File: config.mk
export PLATFORM = sky130hd
export DESIGN_NAME = bubblesort_stream_ctrl
export DESIGN_NICKNAME = d
export VERILOG_FILES = /design/src/rtl/bubblesort_stream_ctrl.sv
export SDC_FILE = /design/constraint.sdc
export NUM_CORES = 1
export LEC_CHECK = 0
export ABC_AREA = 1
export BUFFER_PORTS_ARGS = -buffer_cell sky130_fd_sc_hd__buf_4
export CAP_MARGIN = 30
export CORE_ASPECT_RATIO = 0.9
export CORE_UTILIZATION = 33
export DETAILED_ROUTE_END_ITERATION = 10
export GPL_ROUTABILITY_DRIVEN = 0
export PLACE_DENSITY = 0.6
export SLEW_MARGIN = 15
export SYNTH_ARGS = -nofsm -noshare
export SYNTH_HDL_FRONTEND = slang
export SYNTH_SLANG_ARGS = --single-unit
File: constraint.sdc
create_clock -name clk -period 2.35 [get_ports clk]
set_clock_uncertainty 0.1 [all_clocks]
set_input_delay 0.1175 -clock clk [delete_from_list [all_inputs] [get_ports clk]]
set_output_delay 0.1175 -clock clk [all_outputs]
set_load 0.02 [all_outputs]
File: src/rtl/bubblesort_stream_ctrl.sv
`default_nettype none
// ============================================================================
//  Module      : bubblesort_stream_ctrl
//  Description : Streaming wrapper around the parallel-lane array sorter.
//                Collects N words from a valid/ready input stream, loads
//                them lane by lane into the sorter, starts it, waits for
//                its interrupt (with timeout), snapshots the sorted lanes
//                and replays them on a valid/ready output stream.
//  Revision    : 1.0  initial release
// ============================================================================
module bubblesort_stream_ctrl #(
    parameter int WIDTH   = 8,
    parameter int N       = 7,
    parameter int TIMEOUT = 256
) (
    input  logic                 clk,
    input  logic                 rst,
    input  logic                 s_valid_i,
    input  logic [WIDTH-1:0]     s_data_i,
    output logic                 s_ready_o,
    output logic                 m_valid_o,
    output logic [WIDTH-1:0]     m_data_o,
    output logic                 m_last_o,
    input  logic                 m_ready_i,
    input  logic                 abort_i,
    output logic                 busy_o,
    output logic                 err_o,
    output logic [N-1:0]         sort_load_o,
    output logic [N*WIDTH-1:0]   sort_writedata_o,
    output logic                 sort_start_o,
    output logic                 sort_abort_o,
    input  logic [N*WIDTH-1:0]   sort_readdata_i,
    input  logic                 sort_interrupt_i
);

    localparam int KW = (N > 1) ? $clog2(N) : 1;
    localparam int CW = $clog2(TIMEOUT + 1);
    localparam logic [KW-1:0] C_LAST_LANE = KW'(N - 1);
    localparam logic [CW-1:0] C_CNT_LAST  = CW'(TIMEOUT - 1);

    typedef enum logic [2:0] {
        ST_FILL      = 3'd0,
        ST_LOAD_LAST = 3'd1,
        ST_START     = 3'd2,
        ST_WAIT      = 3'd3,
        ST_DRAIN     = 3'd4
    } state_t;

    state_t               state_q, state_d;
    logic [KW-1:0]        k_q, k_d;
    logic [KW-1:0]        j_q, j_d;
    logic [CW-1:0]        cnt_q, cnt_d;
    logic [WIDTH-1:0]     snap_q [N];
    logic [WIDTH-1:0]     snap_d [N];
    logic [N*WIDTH-1:0]   wdata_q, wdata_d;
    logic [N-1:0]         load_q, load_d;
    logic                 start_q, start_d;
    logic                 sabort_q, sabort_d;
    logic                 err_q, err_d;
    logic                 s_ready_q, s_ready_d;
    logic                 busy_q, busy_d;
    logic                 m_valid_q, m_valid_d;
    logic [WIDTH-1:0]     m_data_q, m_data_d;
    logic                 m_last_q, m_last_d;

    logic                 w_hs_in;
    logic                 w_hs_out;
    logic                 w_idle;
    logic [KW-1:0]        w_j_nxt;

    // Handshakes use the registered ready/valid, so no input reaches an output combinationally.
    assign w_hs_in  = s_valid_i & s_ready_q;
    assign w_hs_out = m_valid_q & m_ready_i;
    assign w_idle   = (state_q == ST_FILL) && (k_q == '0);
    assign w_j_nxt  = j_q + 1'b1;

    // Next-state and next-output decode; every output is registered from these _d values.
    always_comb begin
        state_d   = state_q;
        k_d       = k_q;
        j_d       = j_q;
        cnt_d     = cnt_q;
        snap_d    = snap_q;
        wdata_d   = wdata_q;
        load_d    = '0;
        start_d   = 1'b0;
        sabort_d  = 1'b0;
        err_d     = err_q;
        m_valid_d = m_valid_q;
        m_data_d  = m_data_q;
        m_last_d  = m_last_q;

        case (state_q)
            ST_FILL: begin
                if (w_hs_in) begin
                    wdata_d[k_q*WIDTH +: WIDTH] = s_data_i;
                    load_d[k_q]                 = 1'b1;
                    if (k_q == '0) begin
                        err_d = 1'b0;
                    end
                    if (k_q == C_LAST_LANE) begin
                        k_d     = '0;
                        state_d = ST_LOAD_LAST;
                    end else begin
                        k_d = k_q + 1'b1;
                    end
                end
            end
            ST_LOAD_LAST: begin
                state_d = ST_START;
            end
            ST_START: begin
                cnt_d   = '0;
                state_d = ST_WAIT;
            end
            ST_WAIT: begin
                // Interrupt takes priority over a coincident timeout.
                if (sort_interrupt_i) begin
                    for (int l = 0; l < N; l++) begin
                        snap_d[l] = sort_readdata_i[l*WIDTH +: WIDTH];
                    end
                    j_d       = '0;
                    m_valid_d = 1'b1;
                    m_data_d  = sort_readdata_i[WIDTH-1:0];
                    m_last_d  = (N == 1);
                    state_d   = ST_DRAIN;
                end else if (cnt_q == C_CNT_LAST) begin
                    sabort_d = 1'b1;
                    err_d    = 1'b1;
                    k_d      = '0;
                    state_d  = ST_FILL;
                end else begin
                    cnt_d = cnt_q + 1'b1;
                end
            end
            ST_DRAIN: begin
                if (w_hs_out) begin
                    if (j_q == C_LAST_LANE) begin
                        j_d       = '0;
                        k_d       = '0;
                        m_valid_d = 1'b0;
                        m_last_d  = 1'b0;
                        state_d   = ST_FILL;
                    end else begin
                        j_d      = w_j_nxt;
                        m_data_d = snap_q[w_j_nxt];
                        m_last_d = (w_j_nxt == C_LAST_LANE);
                    end
                end
            end
            default: begin
                state_d = ST_FILL;
                k_d     = '0;
            end
        endcase

        // Host abort overrides everything above, except when already idle.
        if (abort_i && !w_idle) begin
            state_d   = ST_FILL;
            k_d       = '0;
            j_d       = '0;
            cnt_d     = cnt_q;
            snap_d    = snap_q;
            wdata_d   = wdata_q;
            load_d    = '0;
            start_d   = 1'b0;
            err_d     = err_q;
            m_valid_d = 1'b0;
            m_last_d  = 1'b0;
            m_data_d  = m_data_q;
            sabort_d  = (state_q == ST_START) || (state_q == ST_WAIT);
        end

        if (state_d == ST_START && state_q == ST_LOAD_LAST) begin
            start_d = 1'b1;
        end
        s_ready_d = (state_d == ST_FILL);
        busy_d    = !((state_d == ST_FILL) && (k_d == '0));
    end

    // State and registered outputs, synchronous active-low reset.
    always_ff @(posedge clk) begin
        if (!rst) begin
            state_q   <= ST_FILL;
            k_q       <= '0;
            j_q       <= '0;
            cnt_q     <= '0;
            for (int l = 0; l < N; l++) begin
                snap_q[l] <= '0;
            end
            wdata_q   <= '0;
            load_q    <= '0;
            start_q   <= 1'b0;
            sabort_q  <= 1'b0;
            err_q     <= 1'b0;
            s_ready_q <= 1'b0;
            busy_q    <= 1'b0;
            m_valid_q <= 1'b0;
            m_data_q  <= '0;
            m_last_q  <= 1'b0;
        end else begin
            state_q   <= state_d;
            k_q       <= k_d;
            j_q       <= j_d;
            cnt_q     <= cnt_d;
            snap_q    <= snap_d;
            wdata_q   <= wdata_d;
            load_q    <= load_d;
            start_q   <= start_d;
            sabort_q  <= sabort_d;
            err_q     <= err_d;
            s_ready_q <= s_ready_d;
            busy_q    <= busy_d;
            m_valid_q <= m_valid_d;
            m_data_q  <= m_data_d;
            m_last_q  <= m_last_d;
        end
    end

    assign s_ready_o        = s_ready_q;
    assign m_valid_o        = m_valid_q;
    assign m_data_o         = m_data_q;
    assign m_last_o         = m_last_q;
    assign busy_o           = busy_q;
    assign err_o            = err_q;
    assign sort_load_o      = load_q;
    assign sort_writedata_o = wdata_q;
    assign sort_start_o     = start_q;
    assign sort_abort_o     = sabort_q;

endmodule
`default_nettype wire

Word-level counts from Yosys, hierarchy flattened
Cells that the tools add are included.
{"block": "classes", "muxes": 51, "reduce_logical": 25, "n_eq_ne": 18, "bitwise_logic": 7, "n_shift": 2, "magnitude_cmp": 3, "add_sub_neg": 4}
{"cell": "$bwmux 56", "n": 1}
{"cell": "$shift 8x34->56 const A", "n": 1}
{"cell": "$shiftx 8x34->56", "n": 1}
{"cell": "$mux 3", "n": 17}
{"cell": "$mux 8", "n": 5}
{"cell": "$neg 6->34", "n": 1}
{"cell": "$bmux 8 s3", "n": 1}
{"cell": "$mux 9", "n": 2}
{"cell": "$pmux 9 s2", "n": 1}
{"cell": "$mux 1", "n": 16}
{"cell": "$ne 2x2->1 const B", "n": 8}
{"cell": "$pmux 8 s2", "n": 1}
{"cell": "$pmux 3 s5", "n": 1}
{"cell": "$eq 3x3->1 const B", "n": 4}
{"cell": "$logic_not 3->1", "n": 4}
{"cell": "$pmux 3 s4", "n": 1}
{"cell": "$add 9x1->9 const B", "n": 1}
{"cell": "$eq 3x2->1 const B", "n": 3}
{"cell": "$eq 9x8->1 const B", "n": 1}
{"cell": "$reduce_and 3->1", "n": 3}
{"cell": "$reduce_and 4->1", "n": 2}
{"cell": "$add 3x1->3 const B", "n": 2}
{"cell": "$pmux 1 s2", "n": 3}
{"cell": "$pmux 3 s2", "n": 1}
{"cell": "17 further kinds", "n": 29}
{"block": "totals", "inputBits": 70, "reg_bits": 152, "output_inout_bits": 78, "wordCells": 131}

Longest topological paths before layout
{"block": "depth", "depth_word": 8, "mapped_depth": 14, "depth_no_buf": 14}

Worst setup path after synthesis
Ideal clock, no wire load.
{"block": "synth_timing", "path_kind": "flip-flop to flip-flop", "startpoint": "register j_q[0]", "endpoint": "register m_data_q[4], in the netlist m_data_o[4]", "setup_ns": 0.064, "stages_incl_launch_ff": 13, "required_time_ns": 2.186, "path_buffers": 4, "t_arrival_ns": 1.986, "path_slack_ns": 0.200, "synth_period_minus_slack_ns": 2.150, "path_cell_list": "dfxtp_1 > buf_2 > inv_1 > buf_2 > ha_1 > clkbuf_1 > clkbuf_1 > o21ai_0 > o211ai_1 > nand2_1 > nor2_1 > nor2_1 > nor2_1"}
{"block": "synth_between", "elab_chain_len": 8, "word_cells_on_any_way": 11, "cone_classes": "add/sub (1); eq/ne (2); mux (6); bitwise (1); reduce/logical (1)"}
{"item": "start: declaration", "line_no": "51", "text": "logic [KW-1:0] j_q, j_d;"}
{"item": "start signal: assignment", "line_no": "204", "text": "j_q <= j_d;"}
{"item": "$add 3x1->3", "line_no": "75", "text": "assign w_j_nxt = j_q + 1'b1;"}
{"item": "$not 3->4 (not written as such)", "line_no": "146", "text": "m_data_d = snap_q[w_j_nxt];"}
{"item": "$bmux 8 s3", "line_no": "146"}
{"item": "$mux 8 (not written as such) (2 in a row)", "line_no": "146"}
{"item": "$mux 8", "line_no": "138", "text": "if (j_q == C_LAST_LANE) begin"}
{"item": "$mux 8", "line_no": "137", "text": "if (w_hs_out) begin"}
{"item": "$pmux 8 s2", "line_no": "93", "text": "case (state_q)"}
{"item": "end signal: assignment", "line_no": "215", "text": "m_data_q <= m_data_d;"}
{"item": "end: declaration", "line_no": "63", "text": "logic [WIDTH-1:0] m_data_q, m_data_d;"}
Several ways; a longest one is shown, not always the timed one. The select of a mux whose other input is x is not followed.
A chain may end at the register's enable or synchronous reset.

Final worst setup path
{"block": "layout_timing", "startpoint": "register k_q[0]", "endpoint": "register snap_q[40] (netlist bit)"}
{"block": "layout_between", "elab_chain_len": 6}
{"item": "start: declaration", "line_no": "50", "text": "logic [KW-1:0] k_q, k_d;"}
{"item": "start signal: assignment", "line_no": "203", "text": "k_q <= k_d;"}
{"item": "$logic_not 3->1", "line_no": "74", "text": "assign w_idle = (state_q == ST_FILL) && (k_q == '0);"}
{"item": "$logic_and 1x1->1", "line_no": "74"}
{"item": "$logic_not 1->1", "line_no": "158", "text": "if (abort_i && !w_idle) begin"}
{"item": "$logic_and 1x1->1", "line_no": "158"}
{"item": "$not 1->1 (no line)"}
{"item": "$reduce_and 3->1 (no line)"}
{"item": "end signal: assignment", "line_no": "206", "text": "snap_q <= snap_d;"}
{"item": "end: declaration", "line_no": "53", "text": "logic [WIDTH-1:0] snap_q [N];"}
Every way passes these cells.

==> impl_results.md <==
- Max FO, Critical Path: 16
- Hold Startpoint: abort_i
- Clock sink count: 152
- Logic pwr share: 9.2%
- Crit end category: register
- Syn avg cell area: 7.21 µm²
- Relative slew margins: 65.5%
- Pint: 4580 µW
- Max Root-Sink Buffers: 2
- Peak VDD IR: 409 µV
- Cell row count: 49
- Fmax: 470 MHz
- Switching power: 1370 µW
- DRC viols: 0
- Commonest non-fill, non-tap cells in the layout: 239 x nor2_1, 164 x buf_4, 152 x dfxtp_1, 104 x nand2_1, 103 x o21ai_0
- Crit-path cells: inv_1, ha_1, ha_1, nand3_2, nand2_4, nand2_2, inv_2, buf_4, nor2_1, nor2_1
- Largest net degree at the start of global routing: 67
- Hold Fails Final Rpt: 0
- Crit path largest cell delay: 320 ps
- Total of warnings raised by yosys: 0
- Post-CTS setup buffers: 0
- Vias in the first global route: 6284
- Die area: 21300 µm²
- PwrDens: 629 nW/µm²
- Total GRT Usage: 18.6%
- Antenna-violating nets left: 0
- Synth unique cells: 41
- Global route total overflow: 0
- R2R Path End: snap_q[40]$_SDFFE_PN0P_
- Clock Latency Late Sink: 430 ps
- Critical R2R Launch: k_q[0]$_SDFF_PN0_
- Synth Register Bits: 152
- Hold/Removal Path Class: in2reg
- CTS Buf Count: 17
- Outcome: complete, no violations
- Sequential power share: 43.9%
- RSZ-0062 raised after global routing: false
- # Max-Cap Violations: 0
- Fraction of layout cells with a size suffix above 1: 21.0%
- Leakage: 0.00402 µW
- Fin crit share: 90.5%
- Crit Path Category: reg2reg
- Fin nets: 1233
- Synthesized area: 6830 µm²
- Total number of vias: 6671
- Cell count after synthesis: 947
- WP data required: 2610 ps
- Port bufs: 147
- Initial antenna violation count: 0
- Worst Setup Start Kind: register
- Setup_tns: 0 ps
- Seq/Total Area, Yosys: 44.5%
- Critical Path Stages: 10
- Clock Pin Slew Worst Setup and Hold Paths: 60 ps
- Wirelength per Cell: 13.7 µm
- Vias/cell: 4.70
- WHS Path Cells: 4
- Initial drt markers: 367
- Clock share of power: 46.9%
- Die X: 154 µm
- Setup violations, final: 0
- Crit path max-delay family: buffers and inverters
- Ports: 148
- Max H-tree Level: 4
- Die Y-Extent: 138 µm
- CTS tree: done
- First-pass GRT wire length: 31500 µm
- Final min period: 2130 ps
- Worst Reg-to-Reg Cells: 10
- Worst Tran Pin Value: 518 ps
- Commonest non-fill, non-tap cell in the layout: nor2_1
- Core region area: 20100 µm²
- 1st-pass router iterations: 5
- WP data arrival: 2380 ps
- # diodes: 0
- Routed wire length: 19400 µm
- Flop2flop setup slack: 220 ps
- Slowest CP cell: inv_2
- Initial Util: 34.0%
- Syn-to-layout area delta: 38.5%
- WHS Endpoint: state_q[0]$_SDFF_PN0_
- DP Wirelength: 13700 µm
- Sw Ratio: 23.0%
- Crit path buf inv count: 3
- Fin. max-slew vios: 0
- Post-synthesis net count: 1028
- Root buf cell: clkbuf_16
- Layout Utilization: 47.1%
==> logic make-up after synthesis <==
logic type	synth area share [%]
flip-flops	44.5
AND/OR/NAND/NOR	25.7
adder cells (fa/ha/maj)	2.01
XOR/XNOR	0.128
AO/OA/AOI/OAI	18.6
buffers and inverters	9.03
==> power groups by stage <==
stage          logic, µW  registers (µW)  clock network (µW)
3_3_place_gp         461            2670                   0
5_1_grt              595            2610                2950
2_1_floorplan        229            2690                   0
3_5_place_dp         461            2670                   0
4_1_cts              547            2610                2840
6_report             547            2610                2790
==> sequential cells by signal (all words and copies together), names as in the netlist, 3 cells and up <==
| register | flops |
|---|---|
| j_q | 3 |
| cnt_q | 9 |
| state_q | 3 |
| m_data_o | 8 |
| sort_writedata_o | 56 |
| snap_q | 56 |
| sort_load_o | 7 |
| k_q | 3 |
==> how the worst max path moves through the flow <==
| stage | from | to | slack [ps] |
|---|---|---|---|
| global route | cnt_q[3]$_SDFFE_PN0P_ | busy_o$_SDFF_PN0_ | 30 |
| global placement | cnt_q[0]$_SDFFE_PN0P_ | busy_o$_SDFF_PN0_ | 210 |
| floorplan | j_q[0]$_SDFFE_PP0P_ | m_data_o[4]$_SDFFE_PN0P_ | 200 |
| CTS | cnt_q[0]$_SDFFE_PN0P_ | busy_o$_SDFF_PN0_ | 210 |
| detailed placement | cnt_q[0]$_SDFFE_PN0P_ | busy_o$_SDFF_PN0_ | 220 |
| finish | k_q[0]$_SDFF_PN0_ | snap_q[40]$_SDFFE_PN0P_ | 220 |
==> cell usage after synthesis, drive strengths merged <==
cell type	count	area share [%]
xor2	1	0.13
or2	2	0.18
nand3	15	1.6
o21ai	143	11
inv	98	5.5
a31oi	1	0.092
nand4	8	0.95
o211a	1	0.15
a211oi	7	1.2
nor3	18	1.6
nor3b	1	0.11
ha	11	2.0
o21bai	1	0.11
a21oi	65	4.9
dfxtp	152	45
buf	24	2.3
nor2	245	14
clkbuf	23	1.3
nand2	114	7.0
o22ai	8	0.73
nand3b	1	0.11
o211ai	8	0.88
==> tightest hold or removal path: stages <==
cell	delay [ps]
buf_4	110
nand2_4	90
nand2_1	120
nor2_1	50
==> routing by layer <==
metal | part of all wire [%] | global-route usage [%] | routed length [µm] | vias to the layer above
li1 | - | - | - | 3474
met3 | 4.3 | 4.11 | 843 | 16
met2 | 46 | 29.7 | 8920 | 173
met1 | 48 | 25.0 | 9410 | 3008
met4 | 1.2 | 6.00 | 230 | 0
met5 | 0 | 0 | 0 | -
==> what timing repair did <==
item | CTS | global route
hold endpoints to repair | 80 | 0
setup endpoints to repair | 0 | 1
hold buffers | 66 | 0
gates resized for setup | 0 | 1
==> through the flow <==
step	instances	total power [µW]	setup slack [ps]	instance area (µm²)	hold slack, ps
after floorplan	947	2920	200	6830	152
after global placement	1322	3130	215	8200	257
after detailed placement	1322	3130	216	8200	260
after CTS	1419	6000	209	9460	2.72
after global routing	1419	6160	26.6	9460	24.8
final	1419	5950	223	9460	13.7
==> cell type report <==
type | count | area, µm²
Sequential cell | 152 | 3040
Clock buffer | 25 | 515
Tap cell | 255 | 319
Multi-Input combinational cell | 650 | 3170
Fill cell | 2024 | 10600
Clock inverter | 6 | 87.6
Timing Repair Buffer | 233 | 1950
Inverter | 98 | 373
(Power assumes the default switching activity.)
